===== src/rtl/gpu_pkg.sv =====
// gpu_pkg: shared types and constants for the pixel write-back path.
//   state_t  - pixel_writer controller states
//   pixel_t  - queued pixel {index, rgba}
//   FB_*     - frame buffer geometry
//   *_LSB    - bit position of each colour field inside an rgba word
package gpu_pkg;

    typedef enum logic [2:0] {
        S_IDLE,
        S_RD_REQ,
        S_BLEND,
        S_WR_REQ,
        S_SWAP
    } state_t;

    localparam int unsigned FB_WIDTH  = 640;
    localparam int unsigned FB_HEIGHT = 480;
    localparam int unsigned FB_PIXELS = FB_WIDTH * FB_HEIGHT;
    localparam int unsigned PIX_W     = 19;

    localparam int unsigned R_LSB = 24;
    localparam int unsigned G_LSB = 16;
    localparam int unsigned B_LSB = 8;
    localparam int unsigned A_LSB = 0;

    typedef struct packed {
        logic [PIX_W-1:0] num;
        logic [31:0]      rgba;
    } pixel_t;

endpackage


===== src/rtl/pixel_fifo.sv =====
// pixel_fifo: synchronous FIFO with a registered head word.
//   i_clk, i_reset    - clock, synchronous active-high reset
//   i_push/i_push_data - enqueue (ignored when full)
//   i_pop             - dequeue (ignored when empty)
//   o_head            - oldest entry, valid while !o_empty
//   o_full, o_empty   - occupancy flags
// DEPTH must be a power of two, at least 2.
module pixel_fifo #(
    parameter int unsigned DEPTH = 4,
    parameter int unsigned WIDTH = 51
) (
    input  logic             i_clk,
    input  logic             i_reset,
    input  logic             i_push,
    input  logic [WIDTH-1:0] i_push_data,
    input  logic             i_pop,
    output logic [WIDTH-1:0] o_head,
    output logic             o_full,
    output logic             o_empty
);

    localparam int unsigned AW = $clog2(DEPTH);
    localparam logic [AW:0] COUNT_FULL = (AW+1)'(DEPTH);

    logic [WIDTH-1:0] r_mem [DEPTH];
    logic [AW-1:0]    r_rd;
    logic [AW-1:0]    r_wr;
    logic [AW:0]      r_count;
    logic [WIDTH-1:0] r_head;
    logic             w_do_push;
    logic             w_do_pop;
    logic [AW-1:0]    w_rd_next;

    assign o_full    = (r_count == COUNT_FULL);
    assign o_empty   = (r_count == '0);
    assign o_head    = r_head;
    assign w_do_push = i_push && !o_full;
    assign w_do_pop  = i_pop && !o_empty;
    assign w_rd_next = w_do_pop ? r_rd + AW'(1) : r_rd;

    always_ff @(posedge i_clk) begin
        if (w_do_push) begin
            r_mem[r_wr] <= i_push_data;
        end
    end

    always_ff @(posedge i_clk) begin
        if (i_reset) begin
            r_rd    <= '0;
            r_wr    <= '0;
            r_count <= '0;
            r_head  <= '0;
        end else begin
            r_rd <= w_rd_next;
            if (w_do_push) begin
                r_wr <= r_wr + AW'(1);
            end
            if (w_do_push && !w_do_pop) begin
                r_count <= r_count + (AW+1)'(1);
            end else if (!w_do_push && w_do_pop) begin
                r_count <= r_count - (AW+1)'(1);
            end
            // The incoming word becomes the head when it lands in the slot the
            // read pointer moves to (queue empty, or emptied by this pop).
            if (w_do_push && (r_wr == w_rd_next)) begin
                r_head <= i_push_data;
            end else begin
                r_head <= r_mem[w_rd_next];
            end
        end
    end

endmodule


===== src/rtl/pixel_writer.sv =====
// pixel_writer: queues rasteriser pixels and writes them into the back frame
// buffer over a req/ack bus, alpha-blending partially transparent pixels
// against memory. frame_ready drains the queue, swaps buffers and pulses
// frame_done.
//   clk, reset                 - clock, synchronous active-high reset
//   get_pixel, pixel_number,
//   rgba, pixel_ready          - pixel input strobe and back-pressure
//   frame_ready                - end-of-frame strobe
//   mem_req/we/addr/wdata,
//   mem_rdata, mem_ack         - memory bus
//   frame_done, display_base   - buffer swap pulse and current front buffer
//   overflow                   - sticky: a strobe was dropped while not ready
module pixel_writer
    import gpu_pkg::*;
#(
    parameter int unsigned FIFO_DEPTH = 4,
    parameter logic [31:0] BASE_A     = 32'h0000_0000,
    parameter logic [31:0] BASE_B     = 32'h0012_C000
) (
    input  logic        clk,
    input  logic        reset,
    input  logic        get_pixel,
    input  logic [18:0] pixel_number,
    input  logic [31:0] rgba,
    output logic        pixel_ready,
    input  logic        frame_ready,
    output logic        mem_req,
    output logic        mem_we,
    output logic [31:0] mem_addr,
    output logic [31:0] mem_wdata,
    input  logic [31:0] mem_rdata,
    input  logic        mem_ack,
    output logic        frame_done,
    output logic [31:0] display_base,
    output logic        overflow
);

    state_t      r_state;
    logic        r_flush;
    logic [31:0] r_rgba;
    logic [31:0] r_dst;
    logic [31:0] r_back_base;

    logic        w_push;
    logic        w_pop;
    logic        w_full;
    logic        w_empty;
    logic        w_do_swap;
    pixel_t      w_push_data;
    pixel_t      w_head;
    logic [7:0]  w_head_alpha;
    logic [31:0] w_offset;
    logic [31:0] w_blended;

    function automatic logic [7:0] blend_ch(input logic [7:0] s,
                                            input logic [7:0] d,
                                            input logic [7:0] a);
        logic [15:0] acc;
        acc = 16'(s) * 16'(a) + 16'(d) * 16'(8'hFF - a);
        return acc[15:8];
    endfunction

    assign pixel_ready  = !w_full && !r_flush;
    assign w_push       = get_pixel && pixel_ready && ({13'd0, pixel_number} < FB_PIXELS);
    assign w_pop        = (r_state == S_IDLE) && !w_empty;
    assign w_push_data  = {pixel_number, rgba};
    assign w_head_alpha = w_head.rgba[A_LSB +: 8];
    assign w_offset     = {11'd0, w_head.num, 2'b00};

    // Swap once the last queued pixel has been written: either straight from
    // the final write ack, or from IDLE when nothing was outstanding.
    assign w_do_swap = r_flush && w_empty &&
                       ((r_state == S_IDLE) || ((r_state == S_WR_REQ) && mem_ack));

    assign w_blended = {blend_ch(r_rgba[R_LSB +: 8], r_dst[R_LSB +: 8], r_rgba[A_LSB +: 8]),
                        blend_ch(r_rgba[G_LSB +: 8], r_dst[G_LSB +: 8], r_rgba[A_LSB +: 8]),
                        blend_ch(r_rgba[B_LSB +: 8], r_dst[B_LSB +: 8], r_rgba[A_LSB +: 8]),
                        8'hFF};

    pixel_fifo #(
        .DEPTH (FIFO_DEPTH),
        .WIDTH ($bits(pixel_t))
    ) u_fifo (
        .i_clk       (clk),
        .i_reset     (reset),
        .i_push      (w_push),
        .i_push_data (w_push_data),
        .i_pop       (w_pop),
        .o_head      (w_head),
        .o_full      (w_full),
        .o_empty     (w_empty)
    );

    always_ff @(posedge clk) begin
        if (reset) begin
            r_state      <= S_IDLE;
            r_flush      <= 1'b0;
            r_rgba       <= '0;
            r_dst        <= '0;
            r_back_base  <= BASE_A;
            display_base <= BASE_B;
            mem_req      <= 1'b0;
            mem_we       <= 1'b0;
            mem_addr     <= '0;
            mem_wdata    <= '0;
            frame_done   <= 1'b0;
            overflow     <= 1'b0;
        end else begin
            frame_done <= 1'b0;
            if (frame_ready) begin
                r_flush <= 1'b1;
            end
            if (get_pixel && !pixel_ready) begin
                overflow <= 1'b1;
            end

            case (r_state)
                S_IDLE: begin
                    if (!w_empty) begin
                        r_rgba   <= w_head.rgba;
                        mem_addr <= r_back_base + w_offset;
                        if (w_head_alpha == 8'hFF) begin
                            mem_wdata <= {w_head.rgba[31:8], 8'hFF};
                            mem_we    <= 1'b1;
                            mem_req   <= 1'b1;
                            r_state   <= S_WR_REQ;
                        end else if (w_head_alpha != 8'h00) begin
                            mem_we  <= 1'b0;
                            mem_req <= 1'b1;
                            r_state <= S_RD_REQ;
                        end
                    end
                end
                S_RD_REQ: begin
                    if (mem_ack) begin
                        r_dst   <= mem_rdata;
                        mem_req <= 1'b0;
                        r_state <= S_BLEND;
                    end
                end
                S_BLEND: begin
                    mem_wdata <= w_blended;
                    mem_we    <= 1'b1;
                    mem_req   <= 1'b1;
                    r_state   <= S_WR_REQ;
                end
                S_WR_REQ: begin
                    if (mem_ack) begin
                        mem_req <= 1'b0;
                        r_state <= S_IDLE;
                    end
                end
                S_SWAP: begin
                    r_state <= S_IDLE;
                end
                default: begin
                    r_state <= S_IDLE;
                end
            endcase

            if (w_do_swap) begin
                display_base <= r_back_base;
                r_back_base  <= (r_back_base == BASE_A) ? BASE_B : BASE_A;
                frame_done   <= 1'b1;
                r_flush      <= 1'b0;
                r_state      <= S_SWAP;
            end
        end
    end

endmodule

===== config.mk =====
export PLATFORM = sky130hd
export DESIGN_NAME = pixel_writer
export DESIGN_NICKNAME = d
export VERILOG_FILES = /design/src/rtl/gpu_pkg.sv /design/src/rtl/pixel_fifo.sv /design/src/rtl/pixel_writer.sv
export SDC_FILE = /design/constraint.sdc
export NUM_CORES = 1
export LEC_CHECK = 0
export ABC_AREA = 1
export CAP_MARGIN = 40
export CORE_MARGIN = 4
export CORE_UTILIZATION = 45
export DETAILED_ROUTE_END_ITERATION = 16
export GPL_TIMING_DRIVEN = 0
export SYNTH_ARGS = -nofsm -noshare
export SYNTH_HDL_FRONTEND = slang
export SYNTH_SLANG_ARGS = --single-unit

===== constraint.sdc =====
create_clock -name clk -period 10.4 [get_ports clk]
set_input_delay 2.6 -clock clk [delete_from_list [all_inputs] [get_ports clk]]
set_output_delay 2.6 -clock clk [all_outputs]
set_load 0.02 [all_outputs]

Word-level counts from Yosys, hierarchy flattened
Memory sizes are Yosys's and may differ from the RTL's. A register that Yosys moved wholly into a read port is not among the register bits.
Cells that the tools add are included.
{"block": "totals", "reg_bits": 207, "mem_bits_rw": 204, "input_bits": 88, "out_inout_bits": 101, "word_cells": 110, "memories": 1}
{"block": "classes", "add_sub_neg": 9, "multipliers": 6, "n_lt_le_gt_ge": 1, "eq_ne": 15, "muxes": 26, "bitwise_logic": 1, "n_reduce_logical": 35}
{"name": "u_fifo.r_mem", "words": 4, "word_bits": 51, "rd": 1, "rd_ports_with_merged_regs": 1, "write_ports": 1, "line": "pixel_fifo.sv:25", "rtl": "logic [WIDTH-1:0] r_mem [DEPTH];"}
{"cell": "32-bit 2-to-1 mux", "n": 2}
{"cell": "32-bit one-hot mux with 2 select lines", "n": 1}
{"cell": "16-bit adder", "n": 3}
{"cell": "8-bit by 8-bit multiplier with 16-bit output", "n": 3}
{"cell": "32-bit by 21-bit adder with 32-bit output", "n": 1}
{"cell": "32-bit logical NOT", "n": 1}
{"cell": "8-bit by 16-bit multiplier with 16-bit output", "n": 2}
{"cell": "3-bit 2-to-1 mux", "n": 8}
{"cell": "21-bit 2-to-1 mux", "n": 1}
{"cell": "19-bit < comparator (second input constant)", "n": 1}
{"cell": "9-bit by 9-bit multiplier with 16-bit output", "n": 1}
{"cell": "1-bit logical AND", "n": 12}
{"cell": "3-bit one-hot mux with 4 select lines", "n": 1}
{"cell": "4-bit AND reduction", "n": 3}
{"cell": "1-bit 2-to-1 mux", "n": 10}
{"cell": "3-bit inequality test (second input constant)", "n": 3}
{"cell": "8-bit by 8-bit subtractor with 9-bit output (first input constant)", "n": 1}
{"cell": "8-bit == test (second input constant)", "n": 1}
{"cell": "8-bit nonzero test", "n": 1}
{"cell": "3-bit by 2-bit == test with 1-bit output (second input constant)", "n": 2}
{"cell": "1-bit logical NOT", "n": 6}
{"cell": "3-bit logical NOT", "n": 2}
{"cell": "2-bit inequality test (second input constant)", "n": 3}
{"cell": "3-bit AND reduction", "n": 2}
{"cell": "other kinds (17)", "n": 22}

Logic depth before layout (Yosys ltp)
{"block": "logic_depth", "depth_word": 10, "mapped_depth": 27, "ltp_nobuf": 26}

Cells and area by module
From an unflattened synthesis, not the netlist that was laid out.
{"block": "hier_totals", "hier_cells": 3447, "hier_area_um2": 28882.7}
{"module": "pixel_writer", "instances": 1, "cells_per_inst": 2435, "area_per_inst_um2": 18036.0, "seq_area_each_um2": 2222.1}
{"module": "pixel_fifo", "instances": 1, "cells_per_inst": 1012, "area_per_inst_um2": 10846.7, "seq_area_each_um2": 7287.0}

Least setup slack after synthesis
No wires, ideal clock.
{"block": "synth_path", "kind": "input -> register", "startpoint": "input pixel_number[17]", "endpoint": "memory u_fifo.r_mem[0][0], enable pin", "setup_time_ns": 0.460, "arrival_ns": 5.360, "required_ns": 9.940, "path_slack_ns": 4.580, "cell_stages": 5, "n_path_buf": 0, "cell_sequence": "o21ai_0 > o21ai_0 > nor2_4 > inv_1 > nor2_1"}
{"block": "synth_between", "elab_chain_cells": 5}
{"element": "start: declaration", "line": "pixel_writer.sv:23", "rtl": "input logic [18:0] pixel_number,"}
{"element": "19-bit < comparator", "line": "pixel_writer.sv:64", "rtl": "assign w_push = get_pixel && pixel_ready && ({13'd0, pixel_number} < FB_PIXELS);"}
{"element": "1-bit logical AND", "line": "pixel_writer.sv:64"}
{"element": "1-bit logical AND", "line": "pixel_fifo.sv:37", "rtl": "assign w_do_push = i_push && !o_full;"}
{"element": "1-bit 2-to-1 mux", "line": "pixel_fifo.sv:42", "rtl": "if (w_do_push) begin"}
{"element": "1-bit 2-to-1 mux (implied by the code)", "line": "pixel_fifo.sv:43", "rtl": "r_mem[r_wr] <= i_push_data;"}
{"element": "end: declaration", "line": "pixel_fifo.sv:25"}
Every way passes these cells.

Worst setup path after layout
{"block": "layout_path", "startpoint": "register r_rgba[2]", "endpoint": "register mem_wdata[15]"}
{"block": "layout_between", "elab_chain_cells": 4, "word_cells_on_any_way": 5, "classes_between": "2 x add/sub; 2 x mul; 1 x mux"}
{"element": "start: declaration", "line": "pixel_writer.sv:40", "rtl": "logic [31:0] r_rgba;"}
{"element": "start signal: assignment", "line": "pixel_writer.sv:120", "rtl": "r_rgba <= w_head.rgba;"}
{"element": "8-bit by 8-bit subtractor with 9-bit output", "line": "pixel_writer.sv:59", "rtl": "acc = 16'(s) * 16'(a) + 16'(d) * 16'(8'hFF - a);"}
{"element": "9-bit by 9-bit multiplier with 16-bit output", "line": "pixel_writer.sv:59"}
{"element": "16-bit adder *", "line": "pixel_writer.sv:59"}
{"element": "32-bit one-hot mux with 2 select lines *", "line": "pixel_writer.sv:117", "rtl": "case (r_state)"}
{"element": "end signal: assignment", "line": "pixel_writer.sv:123", "rtl": "mem_wdata <= {w_head.rgba[31:8], 8'hFF};"}
{"element": "end signal: assignment", "line": "pixel_writer.sv:142", "rtl": "mem_wdata <= w_blended;"}
{"element": "end: declaration", "line": "pixel_writer.sv:30", "rtl": "output logic [31:0] mem_wdata,"}
Mark *: on every way between the ends. The rest lies on a longest branch, timed or not.
A chain may end at the register's enable or synchronous reset.

==> results.txt <==
- Number of port buffers: 140
- For this design the total switching power over the nets is 0.004537 W.
* Number of flip-flops and latches in the synthesized netlist: 373
- Number of vias in the routed layout: 22.02k
- From bottom edge to top edge, the die measures 259.4 µm.
- Clock-pin slew was measured on the worst setup and hold paths at 0.07 ns.
* Final setup violation count: 0
- The initial utilization of the core area, before any placement, comes to 0.4574.
- In the final layout, the share of cells above drive strength 1 is 0.05394.
* GR Overflow Total: 0
* Worst setup SP type: flip-flop
* Max-capacitance violation count: 0
- Adding up every negative setup slack in the final design gives 0 ns.
- Max IR drop VDD: 0.1645 mV
* Detail-routed net length per standard cell: 17.83 µm
* Gate Count Post-Synth: 3422
* Final worst path period share: 0.6198
- CTS H-tree depth: 2
- Number of buffers added to fix hold violations after cts: 0
- Before antenna repair, the detailed router went through 6 iterations.
* Average footprint of a synthesized cell: 8.309 µm²
- Vias in the first global route: 21.68k
- Counting both buffers and inverters, the worst setup path holds a total of 8.
- At the worst endpoint, the arrival time is 6.87 ns.
- From synthesis to final layout, the design area changed by 14.56%.
- At the end of the flow, the number of nets in the layout was 4224.
* DRC violation total after the first TritonRoute iteration: 1715
- Combinational cell fraction of total power: 0.630
- The die is 259.4 µm wide.
- The filler cells instantiated in the layout total 6015.
- Antenna Diode Count: 0
- Final weighted congestion of routability-driven global placement: 0.8910
* Clock latency reported for the late side of the worst-skew pair: 0.58 ns
- Summing internal, switching and leakage power gives 0.009070 W.
- Of the total power, registers draw 0.214.
* CTS Buf Count: 41
- CP peak stage delay: 0.55 ns
* Critical path class: reg -> reg
* Sequential area share after synthesis: 0.3344
* Yosys warning count: 0
* Number of placement rows: 91
- CTS saw 373 sinks.
- CTS Root Buffer Type: clkbuf_16
- CTS resizes: 0
- The number of antenna violations at the first check in global routing is 1.
- Max Buffers Root-to-Sink: 3
- Among all stages on the critical path, the largest delay is contributed by clkbuf_1.
- Pin count of the biggest net entering global routing: 25
* Slew Limit Headroom: 0.3885
- Crit-path max FO: 10
* CP delay by family, top: adder cells
- The first global-routing pass estimated 125200 µm of wire.
- Pleak: 16.48 nW
- Once detailed placement completed, the half-perimeter wirelength came to 63260 µm.
- The run finished with clean final reports.
* Class of the tightest hold or removal check: reg -> reg
- Final worst path period need: 6.446 ns
- Static timing analysis puts the maximum clock frequency at 0.1551 GHz.
* Int Power: 0.004533 W
* Critical path required time: 10.82 ns
- Setup repair after global routing left no endpoint under its margin.
- Summed over all layers, the routed wires come to 80690 µm.
- Die Area: 67270 µm²
* Clock skew: 0.02389 ns
* Clock tree from TritonCTS: built
* Core box area: 62170 µm²
* Clock network fraction of total power: 0.156
* Gr usage total: 0.2422
* Fraction of power spent switching nets: 0.5002
- Setup repair bufs after CTS: 0
- Number of unique standard cell types used by synthesis: 42
* IO Pins: 189
- Summing every instance area after synthesis gives 28430 µm².
* Slew of the pin with the lowest slew margin: 0.9172 ns
- Total power per unit cell area: 278.4 nW/µm²
- Vias/cell: 4.865
* DR DRC count: 0
* Kind of end point of the critical path: flip-flop
* Total count of hold-check failures in the final report: 0
* Count of antenna-violating nets left after detailed routing: 0
- The total count of max-transition violations in the final report was 0.
==> power by group through the flow <==
stage	clock network, W	logic, W	registers [W]
global placement	0	0.00564	0.00197
finish	0.00142	0.00571	0.00194
global route	0.00150	0.00644	0.00196
floorplan	0	0.00380	0.00196
CTS	0.00144	0.00574	0.00194
detailed placement	0	0.00566	0.00197
==> layout by cell type (no fill, tap or decap), drive strengths merged <==
| cell | netlist | final |
|---|---|---|
| o21bai | 4 | 4 |
| edfxtp | 204 | 204 |
| dfxtp | 169 | 169 |
| xnor2 | 8 | 8 |
| xor2 | 5 | 5 |
| nand4 | 25 | 25 |
| inv | 689 | 692 |
| nand3 | 85 | 85 |
| and3 | 1 | 1 |
| buf | 100 | 112 |
| clkbuf | 102 | 169 |
| nand3b | 33 | 33 |
| nand2 | 854 | 854 |
| conb | 1 | 40 |
| nor3 | 2 | 2 |
| or2 | 10 | 10 |
| ha | 194 | 194 |
| nor2 | 374 | 374 |
| a21o | 3 | 3 |
| a211oi | 1 | 1 |
| o21a | 1 | 1 |
| o21ai | 142 | 142 |
| clkinv | 2 | 8 |
| clkdlybuf4s50 | 0 | 140 |
| a21boi | 1 | 1 |
| a21oi | 124 | 124 |
| a31oi | 2 | 2 |
| fa | 286 | 286 |
==> worst reg2reg max path, stage by stage, from the launching register on <==
cell      delay, ns
dfxtp_1        0.30
clkbuf_1       0.30
inv_1          0.37
clkbuf_1       0.55
nand2_1        0.15
fa_1           0.52
inv_1          0.06
fa_1           0.50
inv_1          0.06
fa_1           0.53
inv_1          0.05
fa_1           0.46
fa_1           0.53
inv_1          0.07
fa_1           0.51
inv_1          0.06
ha_1           0.32
nand2_1        0.12
nor2_1         0.20
nand2_1        0.08
a21oi_1        0.13
nor2_1         0.06
nand2_1        0.05
nand3_1        0.07
nand2_1        0.15
a21oi_1        0.08
==> synthesized netlist by cell type (all sizes together) <==
library cell  number  area (µm²)
nand2            854        3236
inv              689        2589
nor2             374        1435
fa               286        5725
edfxtp           204        6126
ha               194        2427
dfxtp            169        3383
o21ai            142       714.4
a21oi            124       620.6
clkbuf           102       385.4
buf              100       641.9
nand3             85       447.9
nand3b            33       247.7
nand4             25       156.4
or2               10       62.56
xnor2              8       70.07
xor2               5       43.79
o21bai             4       30.03
a21o               3       22.52
a31oi              2       18.77
clkinv             2       7.510
nor3               2       10.01
a211oi             1       7.510
a21boi             1       7.510
and3               1       6.260
conb               1       3.750
o21a               1       7.510
==> cells by family after synthesis <==
family | count (synthesis) | share of synthesized area
adders and majority gates | 480 | 0.2867
DFF | 373 | 0.3344
buffers and inverters | 893 | 0.1274
AOI/OAI and AO/OA | 278 | 0.05025
and+or+nand+nor | 1384 | 0.1970
other | 1 | 0.0001319
xor gates and xnor gates | 13 | 0.004004
==> metal layers <==
| metal | GRT usage | vias up | share of wire |
|---|---|---|---|
| met4 | 0.07765 | 4 | 0.036 |
| met1 | 0.3234 | 10430 | 0.43 |
| met2 | 0.3984 | 716 | 0.46 |
| li1 | - | 10730 | - |
| met3 | 0.04712 | 139 | 0.071 |
| met5 | 0.01243 | - | 0.0015 |
==> flip-flops by register name, summed over array words and instances, names as in the netlist, 2 cells and up <==
name            count
mem_addr           20
mem_wdata          25
r_dst              24
r_rgba             32
r_state             3
u_fifo.o_head      51
u_fifo.r_count      3
u_fifo.r_mem      204
u_fifo.r_rd         2
u_fifo.r_wr         2
==> cell type report <==
type / instances / area [µm²] / share of cell area
clock inverters: 9 / 100.1 / 0.003073
multi-input cells: 2195 / 15480 / 0.4751
repair buffers: 152 / 1633 / 0.05013
plain buffers: 202 / 1027 / 0.03154
clock buffers: 67 / 1184 / 0.03634
well taps: 837 / 1047 / 0.03215
flip-flops and latches: 373 / 9509 / 0.2919
inverters: 691 / 2596 / 0.07970
==> metrics by stage <==
step / cell area, µm² / hold WS, ns / util / instances / worst slack [ns]
after CTS: 32570 / 0.4709 / 0.5240 / 4526 / 3.968
after global routing: 32570 / 0.4836 / 0.5240 / 4526 / 3.650
after floorplan: 28580 / 0.4544 / - / 3461 / 4.580
after global placement: 31030 / 0.4606 / 0.4991 / 4438 / 1.446
final: 32570 / 0.4671 / 0.5240 / 4526 / 3.954
after detailed placement: 31290 / 0.4626 / 0.5033 / 4450 / 3.966
==> worst paths after layout <==
check | startpoint | to | slack [ns] | depth (start not counted)
worst max-delay path | r_rgba[2]$_SDFFE_PP0P_ | mem_wdata[15]$_SDFFE_PP0P_ | 3.95 | 25
worst min-delay path | mem_wdata[20]$_SDFFE_PP0P_ | mem_wdata[20]$_SDFFE_PP0P_ | 0.47 | 2
worst max register to register | r_rgba[2]$_SDFFE_PP0P_ | mem_wdata[15]$_SDFFE_PP0P_ | 3.95 | 25
worst min register to register | mem_wdata[20]$_SDFFE_PP0P_ | mem_wdata[20]$_SDFFE_PP0P_ | 0.47 | 2
Power figures use the tool's default switching activity.
